--- src/rtl/csa_stream_accumulator.sv ---
// csa_stream_accumulator
//
// Multi-operand adder stage. Accepts a stream of WIDTH-bit operands over a
// valid/ready handshake. Operands are accumulated in carry-save form, with one
// 3:2 compression per accepted beat and no carry propagation. When the last
// operand arrives, sum and carry are resolved with a single add. The total is
// then held on an output valid/ready handshake.
//
// Optional build macro CSA_SIGNED_EN:
//   defined   - operands are two's complement and are sign-extended to OUT_W.
//   undefined - operands are unsigned and are zero-extended to OUT_W.
// In both builds the accumulation arithmetic is modulo 2^OUT_W.
//
// Ports:
//   i_clk        rising-edge clock
//   i_rst        asynchronous, active-high reset
//   i_start      in IDLE, clears the accumulators and begins an accumulation
//   i_in_valid   operand valid
//   o_in_ready   block accepts an operand this cycle (ACC state only)
//   i_in_data    operand, WIDTH bits
//   i_in_last    marks i_in_data as the final operand
//   o_out_valid  result valid (DONE state)
//   i_out_ready  consumer accepts the result
//   o_out_sum    resolved total, OUT_W bits
//   o_out_count  number of operands summed, CNT_W bits
//
// State     | meaning
// ----------+-----------------------------------------------------------
// S_IDLE    | waiting for i_start; operands are not consumed
// S_ACC     | accepting operands; one carry-save compression per beat
// S_RESOLVE | single cycle: sum + carry captured into the output registers
// S_DONE    | result presented until the output handshake completes

module csa_stream_accumulator #(
    parameter int WIDTH   = 4,
    parameter int MAX_OPS = 8,
    localparam int CNT_W  = $clog2(MAX_OPS + 1),
    localparam int OUT_W  = WIDTH + $clog2(MAX_OPS + 1)
) (
    input  logic             i_clk,
    input  logic             i_rst,
    input  logic             i_start,
    input  logic             i_in_valid,
    output logic             o_in_ready,
    input  logic [WIDTH-1:0] i_in_data,
    input  logic             i_in_last,
    output logic             o_out_valid,
    input  logic             i_out_ready,
    output logic [OUT_W-1:0] o_out_sum,
    output logic [CNT_W-1:0] o_out_count
);

    typedef enum logic [1:0] {
        S_IDLE    = 2'd0,
        S_ACC     = 2'd1,
        S_RESOLVE = 2'd2,
        S_DONE    = 2'd3
    } state_t;

    state_t r_state;
    state_t w_state_nxt;

    logic [OUT_W-1:0] r_sum;
    logic [OUT_W-1:0] r_carry;
    logic [CNT_W-1:0] r_count;
    logic [OUT_W-1:0] r_out_sum;
    logic [CNT_W-1:0] r_out_count;

    logic [OUT_W-1:0] w_x;
    logic [OUT_W-1:0] w_maj;
    logic [OUT_W-1:0] w_carry_nxt;
    logic [CNT_W-1:0] w_count_nxt;
    logic             w_beat;
    logic             w_clear;
    logic             w_in_ready;
    logic             w_out_valid;

`ifdef CSA_SIGNED_EN
    assign w_x = {{(OUT_W - WIDTH){i_in_data[WIDTH-1]}}, i_in_data};
`else
    assign w_x = {{(OUT_W - WIDTH){1'b0}}, i_in_data};
`endif

    // Majority of the three inputs, shifted up one place. The bit shifted out
    // of the top is dropped; OUT_W is wide enough that this cannot lose
    // information for a legal operand count.
    assign w_maj       = (r_sum & r_carry) | (r_sum & w_x) | (r_carry & w_x);
    assign w_carry_nxt = {w_maj[OUT_W-2:0], 1'b0};
    assign w_count_nxt = r_count + 1'b1;

    always_ff @(posedge i_clk or posedge i_rst) begin
        if (i_rst) begin
            r_state <= S_IDLE;
        end else begin
            r_state <= w_state_nxt;
        end
    end

    always_comb begin
        w_state_nxt = r_state;
        w_in_ready  = 1'b0;
        w_out_valid = 1'b0;
        w_beat      = 1'b0;
        w_clear     = 1'b0;
        case (r_state)
            S_IDLE: begin
                // An operand presented together with start is not consumed.
                if (i_start) begin
                    w_clear     = 1'b1;
                    w_state_nxt = S_ACC;
                end
            end
            S_ACC: begin
                w_in_ready = 1'b1;
                if (i_in_valid) begin
                    w_beat = 1'b1;
                    if (i_in_last || (w_count_nxt == CNT_W'(MAX_OPS))) begin
                        w_state_nxt = S_RESOLVE;
                    end
                end
            end
            S_RESOLVE: begin
                w_state_nxt = S_DONE;
            end
            S_DONE: begin
                w_out_valid = 1'b1;
                if (i_out_ready) begin
                    w_state_nxt = S_IDLE;
                end
            end
            default: begin
                w_state_nxt = S_IDLE;
            end
        endcase
    end

    always_ff @(posedge i_clk or posedge i_rst) begin
        if (i_rst) begin
            r_sum       <= '0;
            r_carry     <= '0;
            r_count     <= '0;
            r_out_sum   <= '0;
            r_out_count <= '0;
        end else begin
            if (w_clear) begin
                r_sum   <= '0;
                r_carry <= '0;
                r_count <= '0;
            end else if (w_beat) begin
                r_sum   <= r_sum ^ r_carry ^ w_x;
                r_carry <= w_carry_nxt;
                r_count <= w_count_nxt;
            end
            if (r_state == S_RESOLVE) begin
                r_out_sum   <= r_sum + r_carry;
                r_out_count <= r_count;
            end
        end
    end

    assign o_in_ready  = w_in_ready;
    assign o_out_valid = w_out_valid;
    assign o_out_sum   = r_out_sum;
    assign o_out_count = r_out_count;

endmodule

--- config.mk ---
export PLATFORM = sky130hd
export DESIGN_NAME = csa_stream_accumulator
export DESIGN_NICKNAME = d
export VERILOG_FILES = /design/src/rtl/csa_stream_accumulator.sv
export SDC_FILE = /design/constraint.sdc
export NUM_CORES = 1
export LEC_CHECK = 0
export CAP_MARGIN = 30
export CORE_MARGIN = 2
export CORE_UTILIZATION = 47
export DETAILED_ROUTE_END_ITERATION = 12
export GPL_TIMING_DRIVEN = 0
export PLACE_DENSITY = 0.76
export REMOVE_ABC_BUFFERS = 1
export SLEW_MARGIN = 25
export SYNTH_ARGS = -nofsm -noshare
export SYNTH_HDL_FRONTEND = slang
export SYNTH_SLANG_ARGS = --single-unit
--- constraint.sdc ---
create_clock -name i_clk -period 2.15 [get_ports i_clk]
set_input_delay 0.43 -clock i_clk [delete_from_list [all_inputs] [get_ports i_clk]]
set_output_delay 0.43 -clock i_clk [all_outputs]
set_load 0.02 [all_outputs]
==> impl_metrics.json <==
{
  "stdcell_area_sq_um": 2146,
  "cts_setup_buffers": 0,
  "seq_area_frac_synth": 0.4590,
  "ys.flop_type": "dfrtp_1",
  "numCtsBuffers": 5,
  "fmax_ghz": 0.5052,
  "placed_cell_area_sq_um": 2057,
  "gr-usage-met3": 0.06303,
  "status": "complete, no violations",
  "critPathMaxFanout": 3,
  "endpoint_kind": "register",
  "wl_microns": 3269,
  "post-route-min-period_ns": 1.980,
  "synth.area.top_cells": "dfrtp_1 46%, ha_1 9.0%, nand2_1 5.2%, mux2_2 5.0%, fa_1 4.5%",
  "gp_congestion": 0.7798,
  "rsz0062_at_grt": "false",
  "synth_xor_area_frac": 0.03408,
  "synth_top_area_frac": 0.4590,
  "synthSimpleGateAreaFrac": 0.1238,
  "synth_area_per_cell_sq_um": 10.17,
  "synth_top_cells_by_count": "33 x dfrtp_1, 25 x nand2_1, 17 x nor2_1",
  "finalMaxSlewViolations": 0,
  "wl_per_cell_microns": 13.13,
  "ys_types": 37,
  "grtUsageMet2": 0.3295,
  "fp-row-count": 22,
  "p_total_mw": 2.661,
  "grtUsageTotal": 0.1877,
  "overflow": 0,
  "synthMuxAreaShare": 0.05563,
  "worst_slew_pin_slew_ns": 0.6628,
  "insertion_delay_ns": 0.29,
  "holdCritPathClass": "reg2reg",
  "htreeDepth": 2,
  "num-fill-cells": 315,
  "synth_compound_gate_area_share": 0.1453,
  "slew_headroom": 0.5575,
  "core_sq_um": 3661,
  "routed_via_density": 5.378,
  "yosysMostFrequentCell": "dfrtp_1",
  "vias": 1339,
  "maxCapViolations": 0,
  "syn-instance-count": 177,
  "regArea_sq_um": 825.8,
  "ioPinCount": 24,
  "synth_edf_count": 0,
  "final_antenna_net_count": 0,
  "setup_viol": 0,
  "synth_top_cell_by_area": "dfrtp_1",
  "ys_warn_count": 0,
  "root_buffer": "clkbuf_8",
  "area_growth_syn_to_layout_pct": 19.26,
  "post_cts_resized": 0,
  "clock_path_buffers": 2,
  "grt-busiest-layer": "met2",
  "critical_path_class": "reg2reg",
  "setup.worst_path.start_class": "register",
  "arrival_ns": 2.17,
  "instances_no_fill": 249,
  "crit_required_ns": 2.34,
  "fin_skew_ns": 0.003681,
  "power_density_nw_per_um2": 1240,
  "portBuffers": 23,
  "dp.cells": 241,
  "ys_ff_latch": 33,
  "floorplan.initialDensity": 0.4915,
  "p_leak_nw": 0.9970,
  "min_period_over_period": 0.9207,
  "async_flop_share": 1.000,
  "cts_hold_buf": 0,
  "drive_gt1_frac": 0.09950,
  "first_global_vias": 1453,
  "slowest_stage": "dfrtp_1",
  "use_met1": 0.2115,
  "grt_antenna_before_repair": 0,
  "die_w_microns": 65.87,
  "yosys.area_share.adder": 0.1349,
  "max_stage_delay_ns": 0.40,
  "clock-sinks": 33,
  "grt_pass1_wl_microns": 6134,
  "syn_area_sq_um": 1799,
  "drtIter0Drc": 40,
  "cts_tree": "done",
  "irDropWorstVdd_v": 0.0005980,
  "grt_start_max_net_pins": 34,
  "path_cells": "ha_1, fa_2, a211oi_2, nor2_1, o2111a_1, a311oi_1",
  "fin_nets": 227,
  "die_h_microns": 65.87,
  "hold_viol": 0,
  "antenna_cells": 0,
  "synth_top_family_by_area": "compound AO/OA/AOI/OAI gates",
  "dr.pass1.iters": 4,
  "multi_input_area_sq_um": 894.6,
  "drcViolationCount": 0,
  "die_area_sq_um": 4339,
  "clk_pin_slew_ns": 0.06,
  "dp_hpwl_microns": 2290
}
## metal layers
metal  share of wire  vias up
met2            0.52       30
met5               0        -
met1            0.43      654
met4           0.013        0
met3           0.041        4
li1                -      651
## report_power, final
part | leakage, nW | total (mW) | switching [mW] | internal (mW)
sequential | 0.436 | 0.971 | 0.154 | 0.817
clock | 0.0395 | 0.446 | 0.217 | 0.230
combinational | 0.522 | 1.24 | 0.672 | 0.572
## state kept, by name, summed over array words and instances (netlist names)
signal	flops
o_out_sum	8
r_sum	8
r_count	4
r_state	2
r_carry	7
o_out_count	4
## cell families (layout without fill, tap and decap cells)
logic type | Yosys count | after routing
XOR/XNOR | 7 | 7
flip-flops | 33 | 33
AO/OA/AOI/OAI | 38 | 38
multiplexers | 9 | 9
AND/OR/NAND/NOR | 52 | 52
buffers and inverters | 21 | 45
adder cells (fa/ha/maj) | 17 | 17
## placed cells by master (no fill, tap or decap), types with 2 or more instances in the layout
master	instances
dfrtp_1	33
nand2_1	25
clkdlybuf4s50_1	22
nor2_1	17
a21oi_1	13
inv_1	13
ha_1	12
mux2_2	8
a211oi_1	7
xor2_1	5
clkbuf_8	5
o21ai_0	4
fa_1	3
clkbuf_1	3
xnor2_1	2
nor2b_1	2
o2bb2ai_1	2
## worst paths after layout
kind	start	endpoint	slack, ns	depth (start not counted)
max in group asynchronous	i_rst	o_out_sum[7]	1.17	2
min in group asynchronous	i_rst	r_sum[0]	0.55	2
max	r_sum[1]	o_out_sum[7]	0.17	6
min	o_out_sum[5]	o_out_sum[5]	0.49	1
max reg2reg	r_sum[1]	o_out_sum[7]	0.17	6
min reg2reg	o_out_sum[5]	o_out_sum[5]	0.49	1
## area by class of cell
| cell class | instances | area share |
|---|---|---|
| clock buffer | 8 | 0.03732 |
| timing repair buffer | 23 | 0.1085 |
| multi-input combinational | 123 | 0.4169 |
| inverter | 14 | 0.02449 |
| sequential | 33 | 0.3848 |
| tap | 48 | 0.02799 |
## stage by stage
step,util,setup WS (ns),hold slack [ns],TNS (ns)
2_1_floorplan,-,0.2763,0.5061,0
3_3_place_gp,0.5619,0.04669,0.4699,0
3_5_place_dp,0.5619,-0.01988,0.4765,-0.01988
4_1_cts,0.5837,0.04059,0.4931,0
5_1_grt,0.5861,0.04003,0.5281,0
6_report,0.5861,0.1705,0.4889,0
## critical path, delay by kind of cell (launching register included)
| family | cells | cell delay [ns] |
|---|---|---|
| AOI/OAI and AO/OA | 3 | 0.73 |
| adders and majority gates | 2 | 0.65 |
| DFF | 1 | 0.40 |
| and+or+nand+nor | 1 | 0.10 |
Note: power is estimated with default switching activity, not from simulation.
